`src/rtl/prog_loader_pkg.sv`:
```
// Shared constants and state encoding for the instruction-store loader.
// Opcodes are those of the 8-bit accumulator core that runs the loaded image.
package prog_loader_pkg;

  localparam int LD_ADDR_W = 4;
  localparam int LD_DATA_W = 8;
  localparam int DEPTH     = 2 ** LD_ADDR_W;

  localparam logic [LD_DATA_W-1:0] PAD_WORD = 8'hFF;

  localparam logic [2:0] OP_IN   = 3'b011;
  localparam logic [2:0] OP_OUT  = 3'b100;
  localparam logic [2:0] OP_DEC  = 3'b101;
  localparam logic [2:0] OP_JNZ  = 3'b110;
  localparam logic [2:0] OP_HALT = 3'b111;

  typedef enum logic [2:0] {
    ST_IDLE   = 3'd0,
    ST_LOAD   = 3'd1,
    ST_FILL   = 3'd2,
    ST_RUN    = 3'd3,
    ST_HALTED = 3'd4,
    ST_ERROR  = 3'd5
  } state_e;

endpackage

```
`src/rtl/prog_loader_if.sv`:
```
// Byte-stream input and instruction-memory write port of the loader.
// master = stream source / memory side, slave = the loader itself.
interface prog_loader_if #(
  parameter int ADDR_W = 4,
  parameter int DATA_W = 8
);
  logic              s_valid;
  logic [DATA_W-1:0] s_data;
  logic              s_last;
  logic              s_ready;
  logic              mem_we;
  logic [ADDR_W-1:0] mem_addr;
  logic [DATA_W-1:0] mem_wdata;

  modport master (
    output s_valid, s_data, s_last,
    input  s_ready, mem_we, mem_addr, mem_wdata
  );

  modport slave (
    input  s_valid, s_data, s_last,
    output s_ready, mem_we, mem_addr, mem_wdata
  );
endinterface

```
`src/rtl/prog_loader_csum.sv`:
```
// Byte counter and mod-256 running checksum of the program stream.
// count is one bit wider than the address so a full image (16) differs from 0.
module prog_loader_csum
  import prog_loader_pkg::*;
#(
  parameter int CNT_W  = 5,
  parameter int DATA_W = 8
) (
  input  logic              clock,
  input  logic              reset,
  input  logic              clear,
  input  logic              accept,
  input  logic              bump,
  input  logic [DATA_W-1:0] data,
  output logic [CNT_W-1:0]  count,
  output logic [DATA_W-1:0] sum
);
  logic [CNT_W-1:0]  count_d, count_q;
  logic [DATA_W-1:0] sum_d, sum_q;

  // accept: program byte taken; bump: pad location written (no checksum update)
  always_comb begin
    count_d = count_q;
    sum_d   = sum_q;
    if (clear) begin
      count_d = '0;
      sum_d   = '0;
    end else if (accept) begin
      count_d = count_q + CNT_W'(1);
      sum_d   = sum_q + data;
    end else if (bump) begin
      count_d = count_q + CNT_W'(1);
    end
  end

  always_ff @(posedge clock or negedge reset) begin
    if (!reset) begin
      count_q <= '0;
      sum_q   <= '0;
    end else begin
      count_q <= count_d;
      sum_q   <= sum_d;
    end
  end

  assign count = count_q;
  assign sum   = sum_q;
endmodule

```
`src/rtl/prog_loader.sv`:
```
// Streams a checksummed program into the core's instruction store, pads the
// rest with HALT, then releases the core from reset and reports its halt.
module prog_loader
  import prog_loader_pkg::*;
#(
  parameter int ADDR_W = LD_ADDR_W,
  parameter int DATA_W = LD_DATA_W
) (
  input  logic            clock,
  input  logic            reset,
  input  logic            start,
  prog_loader_if.slave    bus,
  output logic            cpu_reset,
  input  logic            cpu_halt,
  output logic            done,
  output logic            error,
  output logic [ADDR_W:0] prog_len
);
  localparam int CNT_W = ADDR_W + 1;

  state_e            state_d, state_q;
  logic              s_ready_d, s_ready_q;
  logic              mem_we_d, mem_we_q;
  logic [ADDR_W-1:0] mem_addr_d, mem_addr_q;
  logic [DATA_W-1:0] mem_wdata_d, mem_wdata_q;
  logic              cpu_reset_d, cpu_reset_q;
  logic              done_d, done_q;
  logic              error_d, error_q;
  logic [CNT_W-1:0]  prog_len_d, prog_len_q;

  logic              cs_clear, cs_accept, cs_bump;
  logic [CNT_W-1:0]  count;
  logic [DATA_W-1:0] sum;
  logic              beat, full;

  prog_loader_csum #(.CNT_W(CNT_W), .DATA_W(DATA_W)) u_csum (
    .clock  (clock),
    .reset  (reset),
    .clear  (cs_clear),
    .accept (cs_accept),
    .bump   (cs_bump),
    .data   (bus.s_data),
    .count  (count),
    .sum    (sum)
  );

  assign beat = bus.s_valid && s_ready_q;
  assign full = count[ADDR_W];

  always_comb begin
    state_d     = state_q;
    s_ready_d   = s_ready_q;
    mem_we_d    = 1'b0;
    mem_addr_d  = mem_addr_q;
    mem_wdata_d = mem_wdata_q;
    cpu_reset_d = cpu_reset_q;
    done_d      = done_q;
    error_d     = error_q;
    prog_len_d  = prog_len_q;
    cs_clear    = 1'b0;
    cs_accept   = 1'b0;
    cs_bump     = 1'b0;

    case (state_q)
      ST_IDLE, ST_HALTED, ST_ERROR: begin
        if (start) begin
          state_d     = ST_LOAD;
          s_ready_d   = 1'b1;
          cpu_reset_d = 1'b1;
          done_d      = 1'b0;
          error_d     = 1'b0;
          cs_clear    = 1'b1;
        end
      end

      ST_LOAD: begin
        if (beat) begin
          if (!bus.s_last) begin
            if (full) begin
              state_d   = ST_ERROR;
              s_ready_d = 1'b0;
              error_d   = 1'b1;
            end else begin
              mem_we_d    = 1'b1;
              mem_addr_d  = count[ADDR_W-1:0];
              mem_wdata_d = bus.s_data;
              cs_accept   = 1'b1;
            end
          end else if (count == '0 || bus.s_data != sum) begin
            state_d   = ST_ERROR;
            s_ready_d = 1'b0;
            error_d   = 1'b1;
          end else begin
            // checksum byte is consumed here and never written to memory
            s_ready_d  = 1'b0;
            prog_len_d = count;
            state_d    = full ? ST_RUN : ST_FILL;
          end
        end
      end

      ST_FILL: begin
        mem_we_d    = 1'b1;
        mem_addr_d  = count[ADDR_W-1:0];
        mem_wdata_d = DATA_W'(PAD_WORD);
        cs_bump     = 1'b1;
        if (count[ADDR_W-1:0] == '1) state_d = ST_RUN;
      end

      ST_RUN: begin
        cpu_reset_d = 1'b0;
        // cpu_reset_q still high means the core is only now leaving reset
        if (!cpu_reset_q && cpu_halt) begin
          state_d = ST_HALTED;
          done_d  = 1'b1;
        end
      end

      default: state_d = ST_IDLE;
    endcase
  end

  always_ff @(posedge clock or negedge reset) begin
    if (!reset) begin
      state_q     <= ST_IDLE;
      s_ready_q   <= 1'b0;
      mem_we_q    <= 1'b0;
      mem_addr_q  <= '0;
      mem_wdata_q <= '0;
      cpu_reset_q <= 1'b1;
      done_q      <= 1'b0;
      error_q     <= 1'b0;
      prog_len_q  <= '0;
    end else begin
      state_q     <= state_d;
      s_ready_q   <= s_ready_d;
      mem_we_q    <= mem_we_d;
      mem_addr_q  <= mem_addr_d;
      mem_wdata_q <= mem_wdata_d;
      cpu_reset_q <= cpu_reset_d;
      done_q      <= done_d;
      error_q     <= error_d;
      prog_len_q  <= prog_len_d;
    end
  end

  assign bus.s_ready   = s_ready_q;
  assign bus.mem_we    = mem_we_q;
  assign bus.mem_addr  = mem_addr_q;
  assign bus.mem_wdata = mem_wdata_q;
  assign cpu_reset     = cpu_reset_q;
  assign done          = done_q;
  assign error         = error_q;
  assign prog_len      = prog_len_q;
endmodule

```
`src/flat_wrapper.sv`:
```
// flat-port wrapper written by rule: the top's interface ports become plain ports
module prog_loader_flat import prog_loader_pkg::*;
#(
  parameter int ADDR_W = LD_ADDR_W,
  parameter int DATA_W = LD_DATA_W
)
  (clock, reset, start, cpu_reset, cpu_halt, done, error, prog_len, bus_s_valid, bus_s_data, bus_s_last, bus_s_ready, bus_mem_we, bus_mem_addr, bus_mem_wdata);
  prog_loader_if #(.ADDR_W(ADDR_W), .DATA_W(DATA_W)) bus_i ();
  input  logic clock;
  input  logic reset;
  input  logic start;
  output logic cpu_reset;
  input  logic cpu_halt;
  output logic done;
  output logic error;
  output logic [ADDR_W:0] prog_len;
  input wire logic [$bits(bus_i.s_valid)-1:0] bus_s_valid;
  input wire logic [$bits(bus_i.s_data)-1:0] bus_s_data;
  input wire logic [$bits(bus_i.s_last)-1:0] bus_s_last;
  output wire logic [$bits(bus_i.s_ready)-1:0] bus_s_ready;
  output wire logic [$bits(bus_i.mem_we)-1:0] bus_mem_we;
  output wire logic [$bits(bus_i.mem_addr)-1:0] bus_mem_addr;
  output wire logic [$bits(bus_i.mem_wdata)-1:0] bus_mem_wdata;
  assign bus_i.s_valid = bus_s_valid;
  assign bus_i.s_data = bus_s_data;
  assign bus_i.s_last = bus_s_last;
  assign bus_s_ready = bus_i.s_ready;
  assign bus_mem_we = bus_i.mem_we;
  assign bus_mem_addr = bus_i.mem_addr;
  assign bus_mem_wdata = bus_i.mem_wdata;
  prog_loader #(.ADDR_W(ADDR_W), .DATA_W(DATA_W)) u_core (.clock(clock), .reset(reset), .start(start), .bus(bus_i), .cpu_reset(cpu_reset), .cpu_halt(cpu_halt), .done(done), .error(error), .prog_len(prog_len));
endmodule
```
`config.mk`:
```
export PLATFORM = sky130hd
export DESIGN_NAME = prog_loader_flat
export DESIGN_NICKNAME = d
export VERILOG_FILES = /design/src/rtl/prog_loader_pkg.sv /design/src/rtl/prog_loader_if.sv /design/src/rtl/prog_loader_csum.sv /design/src/rtl/prog_loader.sv /design/src/flat_wrapper.sv
export SDC_FILE = /design/constraint.sdc
export NUM_CORES = 1
export LEC_CHECK = 0
export BUFFER_PORTS_ARGS = -buffer_cell sky130_fd_sc_hd__buf_2
export CORE_UTILIZATION = 45
export CTS_CLUSTER_DIAMETER = 40
export DETAILED_ROUTE_END_ITERATION = 6
export PLACE_DENSITY = 0.66
export SYNTH_ARGS = -nofsm -noshare
export SYNTH_HDL_FRONTEND = slang
export SYNTH_SLANG_ARGS = --single-unit
```
`constraint.sdc`:
```
create_clock -name clock -period 2.4 [get_ports clock]
set_clock_uncertainty 0.05 [all_clocks]
set_input_delay 0.24 -clock clock [delete_from_list [all_inputs] [get_ports clock]]
set_output_delay 0.24 -clock clock [all_outputs]
set_load 0.01 [all_outputs]
```
==> impl_summary.md <==
Placed design
At the placement stage, the worst setup path has a slack of 0.228 ns. The total placed instance area is 0.00229 sq mm. The global placer's final weighted congestion is 0.809. The count of port buffers added during placement is 35. The placed wire-length estimate after detailed placement is 2960 um.

GRT
The all-layer global routing usage is 19.2%. The number of antenna violations at the first check in global routing came to 0. The first global-routing pass estimated 7180 um of wire. Summed over all layers, the global routing overflow is 0. The via count of the first global-routing pass is 1447. Entering global routing, the biggest net connects 39 pins.

Power and ir drop
The worst-case IR drop observed on VDD is 0.000525 V. The analysis attributes to cell leakage a power of 1.17 nW. In this run the power density over the cells is 1050 mW/mm^2.

Status
The checks that failed: hold timing. The run finished, with violations left.

Logic synthesis
Counting flops with an async set or reset pin after synthesis yields a share of 100%. The netlist uses 46 different library cells. The share of the Yosys chip area taken by registers is 47.0%.

The post-synthesis instance area is 0.00203 sq mm. The number of enable flip-flop cells after synthesis is 0. The Yosys step of the flow raised 0 warnings. The flop and latch count out of synthesis is 38. A synthesized cell averages 10.1 sq um. In the synthesized netlist the dominant register cell turns out to be sky130_fd_sc_hd__dfrtp_1. After technology mapping, the gate count stands at 200. Synthesis produced a netlist with a net count of 224.

CTS
Counting the buffers created by CTS gives 5. TritonCTS built the clock tree. CTS placed an instance of sky130_fd_sc_hd__clkbuf_8 at the clock tree root. CTS built an H-tree with a depth of 2.

After clock tree synthesis, the setup repair step added 0 buffers. The maximum number of buffers from clock root to sink is 2. The post-cts sizing count is 0.

The number of clock sinks is 38. The later pin in the worst-skew pair is clocked with a latency of 0.29 ns. After clock tree synthesis, the clock-pin slew on the worst setup and hold paths is 0.08 ns. The quantity of hold-fixing buffers added after cts is 0.

Run
The number of max-cap violations is 0.

Finish
Fill cells in the final layout number 380. The final cell utilization of the core is 55.7%. Registers take 952 sq um.

From synthesis to final layout, the design area changed by 19.7%. After routing the design area is 0.00242 sq mm. Leaving out fill and tap cells, the most frequent cell in the layout is sky130_fd_sc_hd__dfrtp_1. The net count of the finished layout is 267. In the final layout, the share of cells above drive strength 1 is 27.5%. The multi-input combinational cells in the finished layout cover a total of 997 sq um. The number of antenna diodes in the final layout is 0. In the layout the commonest cells are 37 x sky130_fd_sc_hd__dfrtp_1, 35 x sky130_fd_sc_hd__buf_2, 27 x sky130_fd_sc_hd__nor2_1.

Floorplanning
The site row count is 24. Measured along the y axis, the die boundary spans 69.1 um. During I/O placement, the number of pins put on the boundary was 36. The area enclosed by the die boundary is 0.00477 sq mm. The core region area is 0.00435 sq mm. The initial utilization of the core area, before any placement, comes to 46.5%.

The die extent in x is 69.1 um.

Routing
The final routed DRC violation total is 0. The iteration count of the initial detailed-routing pass is 4. The overall routed net length is 4190 um. The overall via count from detail_route is 1584. The number of antenna-violating nets in the routed design is 0. The routed wirelength normalized by instance count is 14.2 um.

In the routed layout, each cell is associated on average with a via count of 5.35. The number of design-rule violations left by the first detailed-router iteration is 143.

STA
Setup repair after global routing left no endpoint under its margin. The share of the clock period used by the worst path after layout is 91.3%. Static timing analysis puts the maximum clock frequency at 0.456 GHz. The number of failing hold endpoints at the final stage came to 12.

Final hold analysis gives a worst-case slack of -0.00656 ns. The max-slew headroom at the worst pin is 43.7%. The final critical-path required period is 2.19 ns. The total count of max-transition violations in the final report is 0.

The summed negative setup slack over all endpoints is 0 ns. At the pin with the least slew margin, the transition time is 0.844 ns. Setup violations remaining at the end of the flow were counted as 0. Across all setup checks in the final design, the least slack found is 0.209 ns.

Critical path
STA puts the critical path data required time at 2.54 ns. Of all nets on the critical path, the largest fanout is 7. STA classifies the critical path startpoint as a register. The worst setup path is captured at a register. STA puts the critical path data arrival time at 2.33 ns.

The category of the most critical setup path is reg -> reg.

Worst hold path
The path class of the tightest hold or removal check is in -> async.
-- per-layer routing --
metal	global-route usage, %	part of all wire, %
met1	28.5	51
met2	27.0	44
met3	4.68	3.6
met4	7.48	1.8
met5	0	0
-- power by group --
group          switching [mW]  internal (mW)  leakage, nW
clock                   0.244          0.417       0.0683
combinational           0.511          0.420        0.610
sequential              0.134          0.815        0.488
-- synth_stat cells, types with 2 or more instances --
| master | n | share of area [%] |
|---|---|---|
| sky130_fd_sc_hd__a21o_1 | 3 | 1.1 |
| sky130_fd_sc_hd__nor3b_1 | 2 | 0.74 |
| sky130_fd_sc_hd__nand2b_1 | 4 | 1.2 |
| sky130_fd_sc_hd__nor2_1 | 27 | 5.0 |
| sky130_fd_sc_hd__nand2_1 | 13 | 2.4 |
| sky130_fd_sc_hd__dfrtp_1 | 37 | 46 |
| sky130_fd_sc_hd__nor3b_2 | 2 | 1.2 |
| sky130_fd_sc_hd__xnor2_1 | 3 | 1.3 |
| sky130_fd_sc_hd__xor2_1 | 4 | 1.7 |
| sky130_fd_sc_hd__mux2i_1 | 3 | 1.5 |
| sky130_fd_sc_hd__nor3_1 | 10 | 2.5 |
| sky130_fd_sc_hd__nor4b_1 | 2 | 0.86 |
| sky130_fd_sc_hd__mux2_2 | 7 | 3.9 |
| sky130_fd_sc_hd__a311oi_1 | 2 | 0.86 |
| sky130_fd_sc_hd__ha_1 | 9 | 5.6 |
| sky130_fd_sc_hd__a21oi_1 | 5 | 1.2 |
| sky130_fd_sc_hd__nand4_1 | 4 | 1.2 |
| sky130_fd_sc_hd__buf_4 | 2 | 0.74 |
| sky130_fd_sc_hd__nor2b_1 | 2 | 0.62 |
| sky130_fd_sc_hd__clkbuf_1 | 4 | 0.74 |
| sky130_fd_sc_hd__o21ai_0 | 12 | 3.0 |
| sky130_fd_sc_hd__o31ai_1 | 4 | 1.5 |
| sky130_fd_sc_hd__inv_1 | 8 | 1.5 |
| sky130_fd_sc_hd__nand3_1 | 9 | 2.2 |
-- critical path: stages (launching register included) --
cell and delay, ns:
sky130_fd_sc_hd__dfrtp_1 0.44, sky130_fd_sc_hd__inv_1 0.10, sky130_fd_sc_hd__ha_1 0.13, sky130_fd_sc_hd__or4b_2 0.60, sky130_fd_sc_hd__nand4_1 0.13, sky130_fd_sc_hd__or3_1 0.26
sky130_fd_sc_hd__mux2_2 0.37
-- stage by stage --
stage          cells  total power, mW
3_5_place_dp     288             1.89
4_1_cts          296             2.56
5_1_grt          296             2.73
2_1_floorplan    200             1.62
6_report         296             2.54
3_3_place_gp     288             1.88
-- layout make-up --
type	count	area share [%]
clock buffer	5	2.84
clock inverter	3	2.84
inverter	8	1.24
multi-input combinational	146	41.1
sequential	38	39.3
tap	52	2.68
timing repair buffer	44	10.0
-- final timing paths --
check                                       start                       to  slack [ns]  depth (start not counted)
max in group asynchronous                   reset  u_core.bus.mem_wdata[2]        1.78                          1
setup / recovery           u_core.u_csum.count[0]       u_core.prog_len[3]        0.21                          6
setup reg to reg           u_core.u_csum.count[0]       u_core.prog_len[3]        0.21                          6
min in group clock                  bus_s_data[3]  u_core.bus.mem_wdata[3]        0.14                          3
hold / removal                              reset              u_core.done      -0.007                          1
hold reg to reg                u_core.prog_len[1]       u_core.prog_len[1]        0.45                          2
-- cells by family (layout without fill, tap and decap cells) --
kind of cell,Yosys count,in the layout,share of synthesized area (%)
flip-flops,38,38,47.0
AND/OR/NAND/NOR,82,82,20.8
buffers and inverters,16,60,3.77
AO/OA/AOI/OAI,37,37,13.5
adder cells (fa/ha/maj),10,10,6.55
multiplexers,10,10,5.37
XOR/XNOR,7,7,3.03
-- registers in the layout (all words and copies together), names as in the netlist --
name                  cells
u_core.bus.mem_addr       4
u_core.bus.mem_wdata      8
u_core.bus.mem_we         1
u_core.bus.s_ready        1
u_core.cpu_reset          1
u_core.done               1
u_core.error              1
u_core.prog_len           5
u_core.state_q            3
u_core.u_csum.count       5
u_core.u_csum.sum         8
Note: power is estimated with default switching activity, not from simulation.
